$ cat src/rtl/clock_ctrl_pkg.sv
// Shared types and constants for the CPU run/halt sequencer.
package clock_ctrl_pkg;

  localparam int unsigned DEFAULT_COUNT_WIDTH = 32;

  typedef enum logic [2:0] {
    StStartup = 3'd0,
    StIdle    = 3'd1,
    StRun     = 3'd2,
    StBurst   = 3'd3,
    StHalted  = 3'd4
  } state_e;

  localparam logic [2:0] STATE_STARTUP = 3'd0;
  localparam logic [2:0] STATE_IDLE    = 3'd1;
  localparam logic [2:0] STATE_RUN     = 3'd2;
  localparam logic [2:0] STATE_BURST   = 3'd3;
  localparam logic [2:0] STATE_HALTED  = 3'd4;

endpackage

$ cat src/rtl/sat_counter.sv
// Up-counter that holds at all-ones instead of wrapping; cleared only by reset.
module sat_counter
  import clock_ctrl_pkg::*;
#(
  parameter int unsigned WIDTH = DEFAULT_COUNT_WIDTH
) (
  input  logic             CLOCK,
  input  logic             RESET_N,
  input  logic             INC,
  output logic [WIDTH-1:0] COUNT
);

  logic [WIDTH-1:0] count_q;

  always_ff @(posedge CLOCK) begin
    if (!RESET_N) begin
      count_q <= '0;
    end else if (INC && (count_q != '1)) begin
      count_q <= count_q + 1'b1;
    end
  end

  assign COUNT = count_q;

endmodule

$ cat src/rtl/clock_run_controller.sv
// Run/halt sequencer producing a registered CPU clock-enable with start, stop,
// single-step and fixed-length burst control plus a saturating enabled-cycle count.
module clock_run_controller
  import clock_ctrl_pkg::*;
#(
  parameter int unsigned COUNT_WIDTH    = DEFAULT_COUNT_WIDTH,
  parameter int unsigned STARTUP_CYCLES = 4
) (
  input  logic                   CLOCK,
  input  logic                   RESET_N,
  input  logic                   START,
  input  logic                   STOP,
  input  logic                   STEP,
  input  logic                   BURST,
  input  logic [COUNT_WIDTH-1:0] RUN_LEN,
  input  logic                   HALT,
  output logic                   CLK_EN,
  output logic                   BUSY,
  output logic                   DONE,
  output logic [2:0]             STATE,
  output logic [COUNT_WIDTH-1:0] CYCLE_COUNT
);

  localparam int unsigned SW = (STARTUP_CYCLES > 0) ? $clog2(STARTUP_CYCLES + 1) : 1;

  state_e                 state_q;
  logic                   clk_en_q;
  logic                   done_q;
  logic [COUNT_WIDTH-1:0] burst_cnt_q;
  logic [SW-1:0]          start_cnt_q;

  // clk_en_q is set on exactly the edges that leave the FSM in RUN or BURST, so it
  // tracks those states while staying a plain flop output.
  always_ff @(posedge CLOCK) begin
    if (!RESET_N) begin
      state_q     <= (STARTUP_CYCLES == 0) ? StIdle : StStartup;
      clk_en_q    <= 1'b0;
      done_q      <= 1'b0;
      burst_cnt_q <= '0;
      start_cnt_q <= SW'(STARTUP_CYCLES);
    end else begin
      clk_en_q <= 1'b0;
      done_q   <= 1'b0;
      case (state_q)
        StStartup: begin
          if (start_cnt_q <= SW'(1)) begin
            start_cnt_q <= '0;
            state_q     <= StIdle;
          end else begin
            start_cnt_q <= start_cnt_q - 1'b1;
          end
        end
        StIdle: begin
          if (STOP) begin
            state_q <= StIdle;
          end else if (START) begin
            state_q  <= StRun;
            clk_en_q <= 1'b1;
          end else if (BURST) begin
            if (RUN_LEN != '0) begin
              state_q     <= StBurst;
              burst_cnt_q <= RUN_LEN;
              clk_en_q    <= 1'b1;
            end else begin
              // Empty burst completes at once; never emit DONE on back-to-back cycles.
              done_q <= ~done_q;
            end
          end else if (STEP) begin
            state_q     <= StBurst;
            burst_cnt_q <= COUNT_WIDTH'(1);
            clk_en_q    <= 1'b1;
          end
        end
        StRun: begin
          if (STOP) begin
            state_q <= StIdle;
            done_q  <= 1'b1;
          end else if (HALT) begin
            state_q <= StHalted;
            done_q  <= 1'b1;
          end else begin
            clk_en_q <= 1'b1;
          end
        end
        StBurst: begin
          if (STOP) begin
            state_q     <= StIdle;
            done_q      <= 1'b1;
            burst_cnt_q <= '0;
          end else if (HALT) begin
            state_q     <= StHalted;
            done_q      <= 1'b1;
            burst_cnt_q <= '0;
          end else if (burst_cnt_q <= COUNT_WIDTH'(1)) begin
            state_q     <= StIdle;
            done_q      <= 1'b1;
            burst_cnt_q <= '0;
          end else begin
            burst_cnt_q <= burst_cnt_q - 1'b1;
            clk_en_q    <= 1'b1;
          end
        end
        StHalted: begin
          if (STOP) begin
            state_q <= StIdle;
          end
        end
        default: begin
          state_q <= StIdle;
        end
      endcase
    end
  end

  sat_counter #(
    .WIDTH (COUNT_WIDTH)
  ) u_cycle_count (
    .CLOCK   (CLOCK),
    .RESET_N (RESET_N),
    .INC     (clk_en_q),
    .COUNT   (CYCLE_COUNT)
  );

  assign CLK_EN = clk_en_q;
  assign DONE   = done_q;
  assign STATE  = state_q;
  assign BUSY   = (state_q == StStartup) || (state_q == StRun) || (state_q == StBurst);

endmodule
$ cat config.mk
export PLATFORM = sky130hd
export DESIGN_NAME = clock_run_controller
export DESIGN_NICKNAME = d
export VERILOG_FILES = /design/src/rtl/clock_ctrl_pkg.sv /design/src/rtl/sat_counter.sv /design/src/rtl/clock_run_controller.sv
export SDC_FILE = /design/constraint.sdc
export NUM_CORES = 1
export LEC_CHECK = 0
export BUFFER_PORTS_ARGS = -buffer_cell sky130_fd_sc_hd__buf_2
export CAP_MARGIN = 0
export CORE_ASPECT_RATIO = 2
export CORE_MARGIN = 2
export CORE_UTILIZATION = 51
export DETAILED_ROUTE_END_ITERATION = 8
export PLACE_DENSITY = 0.74
export SYNTH_ARGS = -nofsm -noshare
export SYNTH_HDL_FRONTEND = slang
export SYNTH_SLANG_ARGS = --single-unit
export TNS_END_PERCENT = 100
$ cat constraint.sdc
create_clock -name CLOCK -period 2 [get_ports CLOCK]
set_input_delay 0.2 -clock CLOCK [delete_from_list [all_inputs] [get_ports CLOCK]]
set_output_delay 0.2 -clock CLOCK [all_outputs]
set_load 0.05 [all_outputs]
---- Word level (Yosys, flattened, before mapping) ----
Cells that the tools add are included.
word-level totals
  register bits after elaboration ......... 72
  output and inout port bits .............. 38
  word-level logic and storage cells ...... 79
cells by class
  $add $sub $neg .......................... 3
  $lt $le $gt $ge ......................... 2
  eq/ne operators ......................... 15
  mux-type cells .......................... 44
  bitwise gates (word level) .............. 1
  reduce and logical (&&, ||, !) cells .... 8
operators with widths
  cell                     count
  $mux W32                 8
  $pmux W32 S2             1
  $mux W3                  13
  $add A32 B1 Y32 const B  1
  $le A32 B1 Y1 const B    1
  $ne A32 B32 Y1 const B   1
  $reduce_bool A32 Y1      1
  $sub A32 B1 Y32 const B  1
  $mux W1                  19
  $pmux W3 S5              1
  $ne A5 B5 Y1 const B     2
  $ne A3 B3 Y1 const B     3
  $ne A2 B2 Y1 const B     4
  $eq A3 B2 Y1 const B     2
  $pmux W1 S3              2
  $reduce_and A6 Y1        1
  $reduce_and A5 Y1        1
  $ne A4 B4 Y1 const B     1
  $eq A3 B1 Y1 const B     1
  $eq A3 B3 Y1 const B     1
  $le A3 B1 Y1 const B     1
  $logic_not A3 Y1         1
  $sub A3 B1 Y3 const B    1
  $logic_or A1 B1 Y1       2
  other kinds (3)          3

---- Logic depth before layout (Yosys ltp) ----
Gate-level depths: netlist of the first run.
  depth after elaboration ................. 6
  mapped depth ............................ 10

---- Hierarchy ----
Synthesis of the first run repeated with hierarchy kept, for this count alone.
second synthesis, totals
  cells, all modules ...................... 573
  area total of the unflattened synthesis .. 4393.0 um^2
modules (own cells, without submodules)
  module                instances  cells an instance  area an instance (um^2)
  clock_run_controller  1          376                2757.6
  sat_counter           1          197                1635.3

---- Worst setup path after synthesis of the first run ----
OpenSTA, ideal clock, no wires.
  path type ............................... flip-flop to flip-flop
  start ................................... register u_cycle_count.count_q[14] (netlist: u_cycle_count.COUNT[14])
  end ..................................... register u_cycle_count.count_q[8] (netlist: u_cycle_count.COUNT[8])
  arrival ................................. 2.302 ns
  data required time ...................... 1.876 ns
  slack ................................... -0.426 ns
  stages on the path, launching flop included .. 7
  path buffers ............................ 0
  clock period less this slack ............ 2.426 ns
  cells stage by stage .................... dfxtp_1 > nand3_1 > or3_2 > or3_2 > nand4_1 > xor2_1 > nor2_1
between the ends
  longest elaborated chain between the ends .. 2
RTL lines
  what                      RTL line           source
  start: declaration        sat_counter.sv:13  logic [WIDTH-1:0] count_q;
  start signal: assignment  sat_counter.sv:19  count_q <= count_q + 1'b1;
  $ne A32 B32 Y1            sat_counter.sv:18  end else if (INC && (count_q != '1)) begin
  $logic_and A1 B1 Y1       sat_counter.sv:18
Every way passes these cells.
A chain may end at the register's enable or synchronous reset.

---- Worst setup path in the final report of the first run ----
  start ................................... register burst_cnt_q[18]
  end ..................................... register burst_cnt_q[3]
between the ends
  longest elaborated chain between the ends .. 5
RTL lines
  what                      RTL line                    source
  start: declaration        clock_run_controller.sv:29  logic [COUNT_WIDTH-1:0] burst_cnt_q;
  start signal: assignment  clock_run_controller.sv:99  burst_cnt_q <= burst_cnt_q - 1'b1;
  $le A32 B1 Y1             clock_run_controller.sv:94  end else if (burst_cnt_q <= COUNT_WIDTH'(1)) begin
  $mux W32                  clock_run_controller.sv:94
  $mux W32                  clock_run_controller.sv:90  end else if (HALT) begin
  $mux W32                  clock_run_controller.sv:86  if (STOP) begin
  $pmux W32 S2              clock_run_controller.sv:44  case (state_q)
Every way passes these cells.

==> parameters.txt, run 1 <==
Parameter                              Value

Outcome
  Outcome    complete, but fails checks
  Violations in the final reports    negative setup slack

Route
  Via count    5248
  DR vias/cell    6.44
  Initial DRC Count    489
  Pre-Repair DR Iteration Count    5
  Antenna Violating Nets Remaining    0
  Number of remaining DRC errors    0
  Routed wire length    15.6 mm
  Routed length per placed instance    19.1 microns

Clock network
  Clock slew at reported path FFs    60 ps
  Number of buffers created by CTS    9
  Clock tree from TritonCTS    yes
  CTS Root Cell    clkbuf_16
  Clock sinks    72
  CTS Hold Bufs    0
  CTS H-tree lvls    3
  Clock Tree Buf Depth    2
  Clk_lat worst skew    340 ps

Power
  Total power divided by cell area    882 nW/um^2
  Post-layout total power    5.58 mW
  Peak supply drop    0.744 mV
  Leak pwr    2.81 nW

Critical path
  Crit path max-delay family    simple AND/OR/NAND/NOR gates
  Sequence of cells on the critical path    or4_4 -> nor3_4 -> nand4b_1 -> nand2_4 -> buf_16 -> o21ai_0 -> a32o_1
  Worst Path Arrival    2350 ps
  Nature of the critical path endpoint    register
  Crit path max fanout    17
  Critical Path Slowest Stage Cell    or4_4
  Crit-path max cell delay    560 ps
  Element type at the critical path start    register
  WP data required    2230 ps
  Critical path start-end classification    register to register
  Buf/Inv on CP    1

Cells and area
  Area grow syn2layout    50.4%
  Layout fillers    505
  Net total in the final layout    758
  Final instance area    6330 sq um
  Share of cells above drive strength 1    43.0%
  Number of diodes added for antenna fixing    0

Synthesis
  Count of synthesis-stage warnings from yosys    0
  Sequential element share of the synthesized area    34.2%
  Biggest area contributors in the synthesized netlist    dfxtp_1 (34%), a32o_1 (6.4%), nor2_1 (6.1%)
  Net Count, Synth    586
  Primary flip-flop cell chosen by synthesis mapping    dfxtp_1
  Post-synthesis area per instance    7.77 sq um
  Largest area contributor in the netlist    dfxtp_1
  Top-count cell post-synth    dfxtp_1
  Synthesized netlist cell count    542
  Post-synthesis instance area    4210 sq um
  Distinct cell type count after synthesis    64
  Most instantiated cells after synthesis    dfxtp_1 (72), nor2_1 (68), nand2_1 (62)
  Number of storage elements in the synthesis netlist    72
  Top cell type's share of synthesized area    34.2%
  Async set-reset flop share out of synthesis    0%
  Number of enable flip-flop cells after synthesis    0

Floorplan
  Initial core utilization    53.0%
  Standard cell core area    7940 sq um
  Boundary Pins    77
  Row cnt    46
  Die W    68.2 microns
  Height of the chip    132 microns
  Die outline area    9040 sq um

Timing
  Total count of hold-check failures in the final report    0
  Final period util    106%
  Final setup violating endpoints    37
  RSZ-0062 raised after global routing    true
  Clock period minus worst slack    2120 ps
  Largest clock skew in the final design    5.24 ps
  Final count of pins violating max slew    0
  Worst setup margin    -118 ps
  Fmax achieved    472 MHz
  Measured slew at the worst slew-check pin    508 ps
  Setup TNS Final    -2700 ps
  Slew margin rel.    65.8%

Global route
  Met1 usage in global routing    33.5%
  Total track usage    34.7%
  Remaining global-route overflow    0
  Global-route wire length before repair    24.0 mm
  Maximum number of pins on one net before global-route repair    39
  Met3 track demand over resource in global routing    5.61%
  Met2 Resource Use GR    61.5%
  Antenna violations before repair    0
  GR peak layer    met2
  Number of global-route vias before repair    5249

Hold path
  Worst Hold Class    primary input to register

Placed design
  Half-perimeter wire length after placement    10.7 mm
  GP Congestion    0.941
  Buffers added on ports    76
  Post-place setup slack    -304 ps
  Placed inst area    5570 sq um

Flow run
  Max-Cap Viols    0
==> metal layers <==
metal | vias up | wire length [microns] | share of wire [%]
met1 | 2433 | 5040 | 32
met4 | 0 | 1090 | 7.0
met3 | 97 | 1060 | 6.8
met2 | 330 | 8390 | 54
met5 | - | 0 | 0
li1 | 2388 | - | -
==> state kept, by name, summed over array words and instances (netlist names) <==
| name | cells |
|---|---|
| burst_cnt_q | 32 |
| u_cycle_count.COUNT | 32 |
| STATE | 3 |
| start_cnt_q | 3 |
| CLK_EN | 1 |
| DONE | 1 |
==> kinds of logic (layout without fill, tap and decap cells) <==
| family | after synthesis | count (layout) | share of synthesized area, % |
|---|---|---|---|
| DFF | 72 | 72 | 34.2 |
| and+or+nand+nor | 275 | 275 | 33.4 |
| adders and majority gates | 5 | 5 | 1.49 |
| xor gates and xnor gates | 26 | 26 | 5.41 |
| AOI/OAI and AO/OA | 122 | 122 | 20.7 |
| buffers and inverters | 39 | 216 | 3.95 |
| muxes | 3 | 3 | 0.743 |
==> through the flow <==
stage	util, %	cells	hold WS (ps)
floorplan	-	542	272
global placement	70.1	790	469
detailed placement	70.1	790	475
CTS	75.8	808	123
global route	79.7	815	138
finish	79.7	815	135
==> worst paths after layout <==
check	slack (ps)	from	depth (start not counted)	endpoint
setup reg to reg	-120	burst_cnt_q[18]$_SDFFE_PN0P_	7	burst_cnt_q[3]$_SDFFE_PN0P_
hold reg to reg	480	burst_cnt_q[7]$_SDFFE_PN0P_	2	burst_cnt_q[7]$_SDFFE_PN0P_
setup / recovery	-120	burst_cnt_q[18]$_SDFFE_PN0P_	7	burst_cnt_q[3]$_SDFFE_PN0P_
hold / removal	130	STOP	2	STATE[2]$_SDFFE_PN0P_
==> what timing repair did <==
action | CTS | global route
endpoints found under the setup margin | 40 | 50
buffers inserted | 1 | 6
resized for setup | 33 | 58
cloned | 1 | 1
endpoints found under the hold margin | 0 | 0
pin swaps | 8 | 17
==> cell type report <==
| cell class | count | area (sq um) | share of cell area (%) |
|---|---|---|---|
| repair buffers | 188 | 1340 | 21.2 |
| well taps | 96 | 120 | 1.90 |
| multi-input cells | 431 | 2960 | 46.8 |
| clock buffers | 9 | 225 | 3.56 |
| clock inverters | 7 | 96.3 | 1.52 |
| inverters | 12 | 45.0 | 0.712 |
| flip-flops and latches | 72 | 1540 | 24.3 |
==> power by group <==
part | switching [mW] | internal (mW) | total [mW]
clock network | 0.672 | 1.09 | 1.77
logic | 1.30 | 0.952 | 2.25
registers | 0.0746 | 1.49 | 1.56
==> layout by cell type (no fill, tap or decap), types with 7 or more instances in the layout <==
master       n
clkbuf_16   10
o21ai_2     11
nand2_1     59
nor3_4       7
o21ai_0     18
dfxtp_2     15
nor2_1      64
nor3_1      16
o31ai_1     11
buf_2       76
nand4_1     16
xor2_1       9
buf_4      100
xnor2_1     16
dfxtp_1     37
nand3_1     20
or3_1       12
a32o_1      26
inv_1       12
a21oi_1     10
dfxtp_4     20
o21ai_1     14
nor4_1      14
Note: power is estimated with default switching activity, not from simulation.
==> inputs of run 2 (changes only) <==
CORE_UTILIZATION = 45   (was 51)
PLACE_DENSITY = 0.66   (was 0.74)
==> run 2 against run 1 <==
The run still ends with negative setup slack left. Register-to-register slack got worse by 40 ps. Flip-flop and latch count unchanged. Global-route usage decreased by 5.1 points. First-iteration DRC count decreased by 57%. Clock skew increased by 2.1 ps. Cell count increased by 1.1%. Critical endpoint unchanged.
==> parameters.txt, run 2 (synthesis gave the netlist of run 1 again) <==
Parameter                              Value

Outcome
  Outcome    complete, but fails checks (unchanged)
  Violations in the final reports    negative setup slack (unchanged)

Clock network
  Clk_lat worst skew    340 ps (about the same)
  CTS Root Cell    clkbuf_16 (unchanged)
  Clock sinks    72 (unchanged)
  Clock Tree Buf Depth    2 (unchanged)
  Clock tree from TritonCTS    yes (unchanged)
  CTS H-tree lvls    3 (unchanged)
  CTS Hold Bufs    0 (unchanged)
  Number of buffers created by CTS    9 (unchanged)
  Clock slew at reported path FFs    60 ps (about the same)

Timing
  Total count of hold-check failures in the final report    0 (unchanged)
  Fmax achieved    464 MHz (was 472 MHz)
  Final period util    108% (was 106%)
  RSZ-0062 raised after global routing    true (unchanged)
  Slew margin rel.    70.7% (was 65.8%)
  Measured slew at the worst slew-check pin    439 ps (was 508 ps)
  Setup TNS Final    -2950 ps (was -2700 ps)
  Worst setup margin    -156 ps (was -118 ps)
  Final setup violating endpoints    31 (was 37)
  Final count of pins violating max slew    0 (unchanged)
  Clock period minus worst slack    2160 ps (was 2120 ps)
  Minimum hold slack    149 ps (was 135 ps)
  Largest clock skew in the final design    7.30 ps (was 5.24 ps)

Placed design
  Post-place setup slack    -135 ps (was -304 ps)
  Half-perimeter wire length after placement    10.8 mm (was 10.7 mm)
  Placed inst area    5570 sq um (about the same)
  GP Congestion    0.959 (was 0.941)
  Cell total after placement    796 (was 790)
  Buffers added on ports    76 (unchanged)

Cells and area
  Layout fillers    760 (was 505)
  Core utilization of the finished layout    66.7% (was 79.7%)
  Final Instance Count excl. Fillers    824 (was 815)
  Final instance area    6170 sq um (was 6330 sq um)
  Commonest cells after routing, fill and taps aside    buf_4 (100), buf_2 (76), nor2_1 (64) (unchanged)
  Area taken by flip-flops and latches    1530 sq um (was 1540 sq um)
  Number of diodes added for antenna fixing    0 (unchanged)
  Leading cell type in the layout, fill and taps excluded    buf_4 (unchanged)
  Share of cells above drive strength 1    41.1% (was 43.0%)
  Net total in the final layout    759 (was 758)
  Area grow syn2layout    46.7% (was 50.4%)
  Multi-input combinational cell area    2880 sq um (was 2960 sq um)

Power
  Total power divided by cell area    832 nW/um^2 (was 882 nW/um^2)
  Leak pwr    2.70 nW (was 2.81 nW)
  Peak supply drop    0.605 mV (was 0.744 mV)
  Post-layout total power    5.14 mW (was 5.58 mW)

Floorplan
  Row cnt    50 (was 46)
  Height of the chip    141 microns (was 132 microns)
  Die outline area    10200 sq um (was 9040 sq um)
  Die W    72.4 microns (was 68.2 microns)
  Initial core utilization    45.5% (was 53.0%)
  Boundary Pins    77 (unchanged)
  Standard cell core area    9260 sq um (was 7940 sq um)

Critical path
  Worst Path Arrival    2390 ps (was 2350 ps)
  Critical Path Slowest Stage Cell    or4_4 (unchanged)
  Most numerous cell on the critical path    buf_6
  Element type at the critical path start    register (unchanged)
  Sequence of cells on the critical path    or4_4 -> nor3_4 -> nand4b_1 -> nand2_4 -> buf_6 -> buf_6 -> o21ai_1 -> a32o_1 (was or4_4 -> nor3_4 -> nand4b_1 -> nand2_4 -> buf_16 -> o21ai_0 -> a32o_1)
  Critical path start-end classification    register to register (unchanged)
  WP data required    2230 ps (about the same)
  Crit path max fanout    5 (was 17)
  Crit-path max cell delay    580 ps (was 560 ps)
  Nature of the critical path endpoint    register (unchanged)

Route
  Pre-Repair DR Iteration Count    7 (was 5)
  DR vias/cell    6.06 (was 6.44)
  Antenna Violating Nets Remaining    0 (unchanged)
  Initial DRC Count    208 (was 489)
  Routed length per placed instance    18.2 microns (was 19.1 microns)
  Routed wire length    15.0 mm (was 15.6 mm)
  Via count    4990 (was 5248)
  Number of remaining DRC errors    0 (unchanged)

Global route
  Antenna violations before repair    0 (unchanged)
  Global-route wire length before repair    23.7 mm (was 24.0 mm)
  Number of global-route vias before repair    5062 (was 5249)
  Maximum number of pins on one net before global-route repair    39 (unchanged)
  Total track usage    29.6% (was 34.7%)
  Remaining global-route overflow    0 (unchanged)

Hold path
  Worst Hold Class    primary input to register (unchanged)

Flow run
  Max-Cap Viols    0 (unchanged)
[run 2: cell types whose count changed in the layout (fill, tap and decap cells not counted), sizes merged]
cell | previous run | this run
bufinv | 2 | 0
clkbuf | 10 | 11
clkinv | 5 | 2
buf | 187 | 189
clkinvlp | 0 | 3
[run 2: critical path: cells and delay by family, from the launching register on]
kind | cells | cell delay, ps
AND/OR/NAND/NOR | 4 | 1180
flip-flops | 1 | 330
AO/OA/AOI/OAI | 2 | 330
buffers and inverters | 2 | 220
[run 2: what timing repair did]
item | CTS | global route
resized for setup | 28 | 52
gates cloned | 5 | 0
pin swaps | 7 | 27
setup endpoints to repair | 44 | 44
setup buffers | 8 | 3
[run 2: power by group]
group	total, mW	internal (mW)	switching, mW
combinational	2.07	0.856	1.21
clock	1.50	0.869	0.631
sequential	1.57	1.49	0.0776
[run 2: worst paths after layout]
path,start,end,slack (ps),depth (start not counted)
hold reg to reg,burst_cnt_q[7]$_SDFFE_PN0P_,burst_cnt_q[7]$_SDFFE_PN0P_,490,2
setup reg to reg,burst_cnt_q[11]$_SDFFE_PN0P_,burst_cnt_q[3]$_SDFFE_PN0P_,-160,8
hold / removal,STOP,STATE[2]$_SDFFE_PN0P_,150,2
setup / recovery,burst_cnt_q[11]$_SDFFE_PN0P_,burst_cnt_q[3]$_SDFFE_PN0P_,-160,8
[run 2: routing by layer]
| layer | global-route usage (%) | wire length [microns] | vias up |
|---|---|---|---|
| met3 | 4.86 | 672 | 68 |
| met4 | 21.0 | 1010 | 0 |
| met5 | 0 | 0 | - |
| met2 | 56.0 | 8290 | 190 |
| li1 | - | - | 2375 |
| met1 | 27.2 | 5000 | 2357 |
[run 2: final cells by class]
class | instances | share of cell area, %
Multi-Input combinational cell | 431 | 46.7
Sequential cell | 72 | 24.8
Timing Repair Buffer | 189 | 21.2
Clock buffer | 11 | 3.93
Tap cell | 104 | 2.11
Inverter | 12 | 0.729
Clock inverter | 5 | 0.527
